==> config.mk <==
export PLATFORM = sky130hd
export DESIGN_NAME = truth_table_scanner
export DESIGN_NICKNAME = d
export VERILOG_FILES = /design/src/rtl/truth_table_scanner_pkg.sv /design/src/rtl/truth_table_scanner_settle_timer.sv /design/src/rtl/truth_table_scanner.sv
export SDC_FILE = /design/constraint.sdc
export NUM_CORES = 1
export LEC_CHECK = 0
export ABC_CLOCK_PERIOD_IN_PS = 1790
export CORE_ASPECT_RATIO = 1.5
export CORE_MARGIN = 5
export CORE_UTILIZATION = 48
export CTS_CLUSTER_DIAMETER = 150
export CTS_CLUSTER_SIZE = 10
export DETAILED_ROUTE_END_ITERATION = 7
export PLACE_DENSITY_LB_ADDON = 0.1
export SLEW_MARGIN = 5
export SYNTH_ARGS = -nofsm -noshare
export SYNTH_HDL_FRONTEND = slang
export SYNTH_SLANG_ARGS = --single-unit
==> constraint.sdc <==
create_clock -name clk -period 1.79 [get_ports clk]
set_clock_uncertainty 0.05 [all_clocks]
set_input_delay 0.179 -clock clk [delete_from_list [all_inputs] [get_ports clk]]
set_output_delay 0.179 -clock clk [all_outputs]
set_load 0.03 [all_outputs]
==> src/rtl/truth_table_scanner_pkg.sv <==
// Shared types and constants for the truth-table scanner.
package truth_table_scanner_pkg;

  typedef enum logic [1:0] {
    ST_IDLE   = 2'd0,
    ST_DRIVE  = 2'd1,
    ST_SAMPLE = 2'd2,
    ST_CHECK  = 2'd3
  } tts_state_e;

  // Golden table for F = A|B|C; bit i is F for input code i.
  localparam logic [7:0] TTS_EXPECTED_DEFAULT = 8'hFE;

endpackage

==> src/rtl/truth_table_scanner_settle_timer.sv <==
// Loadable down-counter; zero flags that the current code has settled.
module settle_timer #(
  parameter int unsigned W = 1
) (
  input  logic         clk,
  input  logic         rst_n,
  input  logic         load,
  input  logic [W-1:0] load_val,
  input  logic         dec,
  output logic         zero
);

  logic [W-1:0] cnt;

  always_ff @(posedge clk or negedge rst_n) begin
    if (!rst_n) begin
      cnt <= '0;
    end else if (load) begin
      cnt <= load_val;
    end else if (dec && (cnt != '0)) begin
      cnt <= cnt - 1'b1;
    end
  end

  assign zero = (cnt == '0);

endmodule

==> src/rtl/truth_table_scanner.sv <==
// Drives every input code of a combinational block, captures F into a truth
// table and compares the result against a golden table.
module truth_table_scanner
  import truth_table_scanner_pkg::*;
#(
  parameter int unsigned          N_IN     = 3,
  parameter int unsigned          SETTLE   = 1,
  parameter logic [2**N_IN-1:0]   EXPECTED = TTS_EXPECTED_DEFAULT
) (
  input  logic                 clk,
  input  logic                 rst_n,
  input  logic                 start,
  input  logic                 f,
  output logic [N_IN-1:0]      abc,
  output logic                 busy,
  output logic                 done,
  output logic                 pass,
  output logic [2**N_IN-1:0]   table_o,
  output logic [2**N_IN-1:0]   mismatch
);

  localparam int unsigned    TW        = 2**N_IN;
  localparam int unsigned    CW        = $clog2(SETTLE) + 1;
  localparam logic [CW-1:0]  SETTLE_LD = CW'(SETTLE - 1);
  localparam logic [N_IN-1:0] IDX_LAST = N_IN'(TW - 1);

  tts_state_e      state, state_nxt;
  logic [N_IN-1:0] idx;
  logic            timer_load, timer_dec, timer_zero;

  settle_timer #(.W(CW)) u_settle_timer (
    .clk      (clk),
    .rst_n    (rst_n),
    .load     (timer_load),
    .load_val (SETTLE_LD),
    .dec      (timer_dec),
    .zero     (timer_zero)
  );

  always_ff @(posedge clk or negedge rst_n) begin
    if (!rst_n) state <= ST_IDLE;
    else        state <= state_nxt;
  end

  always_comb begin
    state_nxt  = state;
    timer_load = 1'b0;
    timer_dec  = 1'b0;
    case (state)
      ST_IDLE: begin
        if (start) begin
          state_nxt  = ST_DRIVE;
          timer_load = 1'b1;
        end
      end
      ST_DRIVE: begin
        if (timer_zero) state_nxt = ST_SAMPLE;
        else            timer_dec = 1'b1;
      end
      ST_SAMPLE: begin
        if (idx == IDX_LAST) begin
          state_nxt = ST_CHECK;
        end else begin
          state_nxt  = ST_DRIVE;
          timer_load = 1'b1;
        end
      end
      ST_CHECK: state_nxt = ST_IDLE;
      default:  state_nxt = ST_IDLE;
    endcase
  end

  // abc mirrors idx but stays at the last code until the next start.
  always_ff @(posedge clk or negedge rst_n) begin
    if (!rst_n) begin
      abc      <= '0;
      idx      <= '0;
      busy     <= 1'b0;
      done     <= 1'b0;
      pass     <= 1'b0;
      table_o  <= '0;
      mismatch <= '0;
    end else begin
      done <= 1'b0;
      case (state)
        ST_IDLE: begin
          if (start) begin
            abc      <= '0;
            idx      <= '0;
            table_o  <= '0;
            mismatch <= '0;
            pass     <= 1'b0;
            busy     <= 1'b1;
          end
        end
        ST_SAMPLE: begin
          table_o[idx] <= f;
          if (idx != IDX_LAST) begin
            idx <= idx + 1'b1;
            abc <= idx + 1'b1;
          end
        end
        ST_CHECK: begin
          pass     <= (table_o == EXPECTED);
          mismatch <= table_o ^ EXPECTED;
          done     <= 1'b1;
          busy     <= 1'b0;
        end
        default: ;
      endcase
    end
  end

endmodule

==> run_results.csv, run 1 <==
group,metric,value,unit
pwr,seq_power_share,0.364,
cells_and_area,design_area,1480,µm²
status,status,"complete, no violations",
pwr,irDropWorstVdd,940,µV
cts,cts_tree,"yes",
place,placed_area,1450,µm²
pwr,p_sw_frac,0.428,
cells_and_area,area_growth,29.2,%
pwr,combPwrFrac,0.526,
logic_synthesis,ys_warn_count,0,
critical_path,path_buf_inv,1,
logic_synthesis,synth_seq_cells,25,
sta,fin_tns_setup,0,ns
cts,cts_sinks,25,
worst_hold_path,holdCritPathClass,"in2async",
logic_synthesis,ys_types,30,
logic_synthesis,synth.net_count,109,
pwr,switchingPower,1.01,mW
logic_synthesis,synth_xor_area_frac,0,
cells_and_area,final_common_cell,"dfrtp_1",
grt,overflow,0,
routing,wl_per_cell,15.8,µm
cts,cts_made_buffers,3,
sta,rsz0062_at_grt,"false",
pwr,clockPowerShare,0.110,
sta,relSlewSlack,0.614,
routing,drc,0,
critical_path,crit_family,"buffers and inverters",
critical_path,max_stage_delay,0.70,ns
pwr,leakagePower,0.691,nW
cts,clock_path_buffers,2,
floorplanning,initial_core_util,0.506,
critical_path,cp_max_fo,5,
grt,grt_pass1_wl,4.21,mm
logic_synthesis,syn_inst,103,
cells_and_area,fin_nets,141,
logic_synthesis,avgSynthCellArea,11.1,µm²
logic_synthesis,syn_area,1140,µm²
logic_synthesis,synth_top_family_by_area,"simple AND/OR/NAND/NOR gates",
cts,h-tree-depth,1,
floorplanning,die_w,49.9,µm
sta,worst_pin_slew,0.577,ns
sta,timing.final.max_slew_violations,0,
routing,routed_wl,2.48,mm
critical_path,cp_slowest_cell,"clkdlybuf4s50_1",
pwr,p_int,1.35,mW
routing,routed-via-count,884,
sta,period_needed,1.72,ns
pwr,power,2.36,mW
sta,fmax,580,MHz
cts,cts_setup_buffers,0,
critical_path,cp-end-kind,"output port",
floorplanning,ios,26,
cells_and_area,final_util,0.654,
logic_synthesis,synth_mux_area_frac,0.0624,
critical_path,crit_required,1.56,ns
sta,report.final.setup_viol,0,
logic_synthesis,synth_compound_area_frac,0.140,
critical_path,arrival,1.49,ns
routing,via_per_inst,5.63,
critical_path,path_cells,"clkdlybuf4s50_1",
cts,path_clk_slew,0.15,ns
grt,gr-usage-all-layers,0.152,
routing,drtPass1Iterations,6,
grt,grt_pass1_vias,933,
cts,root_buffer,"clkbuf_4",
cells_and_area,drive_gt1_frac,0.127,
floorplanning,coreArea,2260,µm²
grt,antenna_found_initial,0,
logic_synthesis,synth_seq_area_share,0.547,
logic_synthesis,synthAdderAreaFrac,0.0219,
floorplanning,fp.dieH,69.8,µm
cts,insertion_delay,0.33,ns
pwr,power_density,1600,nW/µm²
cells_and_area,num_antenna_cells,0,
job,maxCapViolations,0,
cells_and_area,final_cell_mix,"dfrtp_1, clkdlybuf4s50_1, nand2_1, nand3_1, buf_4",
place,io_buffers,25,
floorplanning,die_area,3480,µm²
floorplanning,num_rows,21,
sta,finalCritPeriodShare,0.963,
logic_synthesis,yosys.area_share.simple,0.185,
grt,grt_max_degree,26,
place,dp_hpwl,1.82,mm
routing,drt_first_iter_violations,8,
place,globalplace.congestion,0.734,
sta,hold_viol,0,
critical_path,worstSetupPathType,"reg2out",
routing,ant_nets,0,
critical_path,cp-start-kind,"register",
==> stage by stage <==
stage                     std cells  setup WS [ns]  hold slack [ns]
after floorplan                 103         0.0871           -0.167
after global placement          153         0.0791            0.413
after detailed placement        153         0.0166            0.419
after CTS                       157         0.0627            0.160
after global routing            157       0.000126            0.173
final                           157         0.0668            0.144
==> cells by family after synthesis <==
group           Yosys count
compound gates           23
fa+ha+maj                 2
buf+inv                  10
flops                    25
mux                       7
simple gates             36
==> per-layer routing <==
metal / wire, µm / track usage / vias up
met5: 0 / 0 / -
met4: 48 / 0.0671 / 0
met3: 114 / 0.0280 / 5
met2: 1310 / 0.263 / 20
met1: 1000 / 0.177 / 423
li1: - / - / 436
==> worst paths after layout <==
check	startpoint	to	slack, ns	cells past startpoint
worst min-delay path	rst_n	table_o[7]$_DFFE_PN0P_	0.14	2
worst min register to register	u_settle_timer.cnt$_DFFE_PN0P_	state[1]$_DFFE_PN0P_	0.43	1
min in group clk	u_settle_timer.cnt$_DFFE_PN0P_	state[1]$_DFFE_PN0P_	0.43	1
worst max register to register	idx[0]$_DFFE_PN0P_	idx[0]$_DFFE_PN0P_	0.23	5
worst max-delay path	idx[0]$_DFFE_PN0P_	abc[0]	0.07	1
max in group asynchronous	rst_n	table_o[0]$_DFFE_PN0P_	1.29	2
==> registers in the layout, indices dropped and copies added, names as in the netlist <==
signal and cells:
idx 3, busy 1, u_settle_timer.cnt 1, state 2
pass 1, mismatch 8, table_o 8, done 1
==> Yosys cell counts <==
master	instances	area share
o211ai_2	1	0.011
nand4_1	1	0.0055
mux2i_1	6	0.053
o41ai_1	1	0.0077
a21oi_1	1	0.0044
ha_1	2	0.022
nor2_1	2	0.0066
o31ai_1	2	0.013
o21ai_0	3	0.013
nand2b_1	1	0.0055
dfrtp_1	25	0.55
nor3b_1	3	0.020
nor3b_2	1	0.011
nand3_1	9	0.039
o2bb2ai_1	1	0.0077
buf_6	1	0.0098
buf_2	4	0.018
or3b_1	1	0.0077
clkbuf_1	2	0.0066
nand4b_1	1	0.0077
nand3b_1	3	0.020
or3_1	1	0.0055
a22o_1	5	0.038
nand2_1	12	0.039
mux2_2	1	0.0098
o21bai_1	1	0.0066
o311ai_0	1	0.0077
inv_1	3	0.0098
nand3b_4	1	0.018
o21ai_1	7	0.031
==> power groups by stage <==
| stage | registers [mW] | clock network [mW] | logic (mW) |
|---|---|---|---|
| floorplan | 1.18 | 0 | 0.452 |
| global placement | 0.868 | 0 | 1.22 |
| finish | 0.858 | 0.260 | 1.24 |
| detailed placement | 0.876 | 0 | 1.26 |
| CTS | 0.863 | 0.263 | 1.25 |
| global route | 0.889 | 0.289 | 1.33 |
==> repair_timing <==
action	CTS	global route
resized for setup	1	0
hold buffers	0	0
endpoints found under the setup margin	1	0
==> final cells by class <==
| class | count | area [µm²] |
|---|---|---|
| fill | 185 | 782 |
| sequential | 25 | 626 |
| multi-input combinational | 68 | 468 |
| timing repair buffer | 34 | 317 |
| tap | 23 | 28.8 |
| clock buffer | 3 | 22.5 |
| inverter | 3 | 11.3 |
| clock inverter | 1 | 5.00 |
(Power assumes the default switching activity.)
==> run 2, diff against run 1 <==
CELL_PAD_IN_SITES_DETAIL_PLACEMENT = 1   (was unset)
CELL_PAD_IN_SITES_GLOBAL_PLACEMENT = 1   (was unset)
CORE_UTILIZATION = 38   (was 48)
CTS_CLUSTER_DIAMETER = 50   (was 150)
==> run 2 against run 1 <==
Effect of this change:
- routed wire length is 6.1% higher
- worst hold slack better by 0.078 ns
- clock power rose by 27%
- final cell count up 9.6%
- register-to-register slack worse by 0.02 ns
- flip-flop and latch count unchanged
- clock-buffer cell count is the same
- sequential share of layout area down 0.91 points
- largest power group unchanged
- highest routed layer unchanged
==> run_results.csv, run 2 (same netlist as run 1, synthesis figures left out) <==
group,metric,value,unit
status,status,"complete, no violations",
grt,use_met2,0.268,
routing,drt_first_iter_violations,5,
place,globalplace.congestion,0.661,
routing,via_per_inst,5.11,
grt,gr-usage-all-layers,0.141,
grt,antenna_found_initial,0,
place,pre_cts_slack,0.0963,ns
cts,path_clk_slew,0.09,ns
sta,period_needed,1.62,ns
critical_path,cp_max_fo,5,
cts,h-tree-depth,1,
pwr,clockPowerShare,0.135,
place,io_buffers,25,
grt,grt_pass1_vias,1014,
cells_and_area,fin_nets,140,
pwr,irDropWorstVdd,740,µV
sta,worst_pin_slew,0.316,ns
cts,clock_path_buffers,2,
grt,global_route.usage.met1,0.142,
cells_and_area,area_growth,32.1,%
routing,routed_wl,2.63,mm
critical_path,cp-start-kind,"register",
routing,drtPass1Iterations,4,
cells_and_area,final_util,0.518,
pwr,switchingPower,1.02,mW
critical_path,cp-end-kind,"output port",
pwr,leakagePower,0.690,nW
sta,report.final.setup_viol,0,
grt,grt_busiest_layer,"met2",
routing,routed-via-count,879,
sta,timing.final.max_slew_violations,0,
cts,ctsResizeCount,0,
place,dp_hpwl,2.01,mm
pwr,power,2.44,mW
cells_and_area,instances_no_fill,172,
critical_path,worstSetupPathType,"reg2out",
place,placed_area,1460,µm²
cts,ctsHoldBuffers,0,
cells_and_area,num_antenna_cells,0,
critical_path,arrival,1.40,ns
cts,cts_setup_buffers,0,
job,maxCapViolations,0,
critical_path,cp_slowest_cell,"clkdlybuf4s50_1",
cells_and_area,regArea,626,µm²
critical_path,crit_required,1.56,ns
sta,fin_ws,0.166,ns
sta,rsz0062_at_grt,"false",
floorplanning,ios,26,
critical_path,r2r_slack,0.21,ns
floorplanning,coreArea,2910,µm²
floorplanning,fp.dieH,77.2,µm
cts,cts_made_buffers,3,
pwr,power_density,1610,nW/µm²
routing,drc,0,
sta,hold_viol,0,
critical_path,path_cells,"clkdlybuf4s50_1",
grt,grt_pass1_wl,4.53,mm
cts,cts_tree,"yes",
place,dp_cells,168,
sta,fmax,616,MHz
cells_and_area,multi_input_area,468,µm²
sta,relSlewSlack,0.787,
critical_path,path_buf_inv,1,
cells_and_area,largestRegisters,"mismatch x8, table_o x8, idx x3",
sta,finalCritPeriodShare,0.908,
floorplanning,die_w,54.8,µm
cells_and_area,design_area,1510,µm²
grt,grt_max_degree,26,
cts,root_buffer,"clkbuf_8",
floorplanning,num_rows,24,
cells_and_area,final_cell_mix,"dfrtp_1, clkdlybuf4s50_1, nand2_1, nand3_1, buf_4",
worst_hold_path,holdCritPathClass,"in2async",
pwr,seq_power_share,0.367,
grt,overflow,0,
cts,cts_sinks,25,
sta,fin_tns_setup,0,ns
routing,wl_per_cell,15.3,µm
floorplanning,initial_core_util,0.393,
floorplanning,die_area,4230,µm²
pwr,p_int,1.42,mW
cells_and_area,fillers,338,
critical_path,max_stage_delay,0.70,ns
critical_path,crit_family,"buffers and inverters",
routing,ant_nets,0,
pwr,combPwrFrac,0.498,
cts,insertion_delay,0.26,ns
sta,worst_hold_slack,0.221,ns
pwr,p_sw_frac,0.417,
cells_and_area,drive_gt1_frac,0.120,
grt,grt_use_met3,0.0174,
run 2: cell types whose count changed in the layout (fill, tap and decap cells not counted):
cell and delta:
buf_4 -1, clkbuf_4 -3, clkbuf_8 +3, clkdlybuf4s50_1 +1, dlygate4sd2_1 -1
run 2: power by group through the flow:
stage / registers, mW / clock network, mW / logic [mW]
after floorplan: 1.18 / 0 / 0.452
after global placement: 0.903 / 0 / 1.19
after detailed placement: 0.913 / 0 / 1.23
after CTS: 0.900 / 0.343 / 1.24
after global routing: 0.927 / 0.364 / 1.31
final: 0.894 / 0.329 / 1.21
run 2: area by class of cell:
cell class | count | share of cell area
sequential | 25 | 0.414
multi-input combinational | 68 | 0.310
timing repair buffer | 33 | 0.205
tap | 39 | 0.0323
clock buffer | 3 | 0.0273
inverter | 3 | 0.00746
clock inverter | 1 | 0.00331
run 2: routing by layer:
| layer | vias to the layer above | routed length, µm |
|---|---|---|
| met3 | 2 | 66 |
| met4 | 0 | 24 |
| met5 | - | 0 |
| met2 | 10 | 1570 |
| met1 | 436 | 968 |
| li1 | 431 | - |
run 2: worst paths after layout:
check	from	endpoint	depth (start not counted)
min in group clk	u_settle_timer.cnt$_DFFE_PN0P_	state[1]$_DFFE_PN0P_	1
worst min register to register	u_settle_timer.cnt$_DFFE_PN0P_	state[1]$_DFFE_PN0P_	1
worst max-delay path	idx[2]$_DFFE_PN0P_	abc[2]	1
max in group asynchronous	rst_n	idx[1]$_DFFE_PN0P_	2
worst min-delay path	rst_n	mismatch[4]$_DFFE_PN0P_	2
worst max register to register	idx[0]$_DFFE_PN0P_	idx[0]$_DFFE_PN0P_	5
==> run 3, diff against run 2 <==
TNS_END_PERCENT = 30   (was unset)
==> results of run 3 <==
No change in the layout: final DEF, timing and power equal those of run 2.
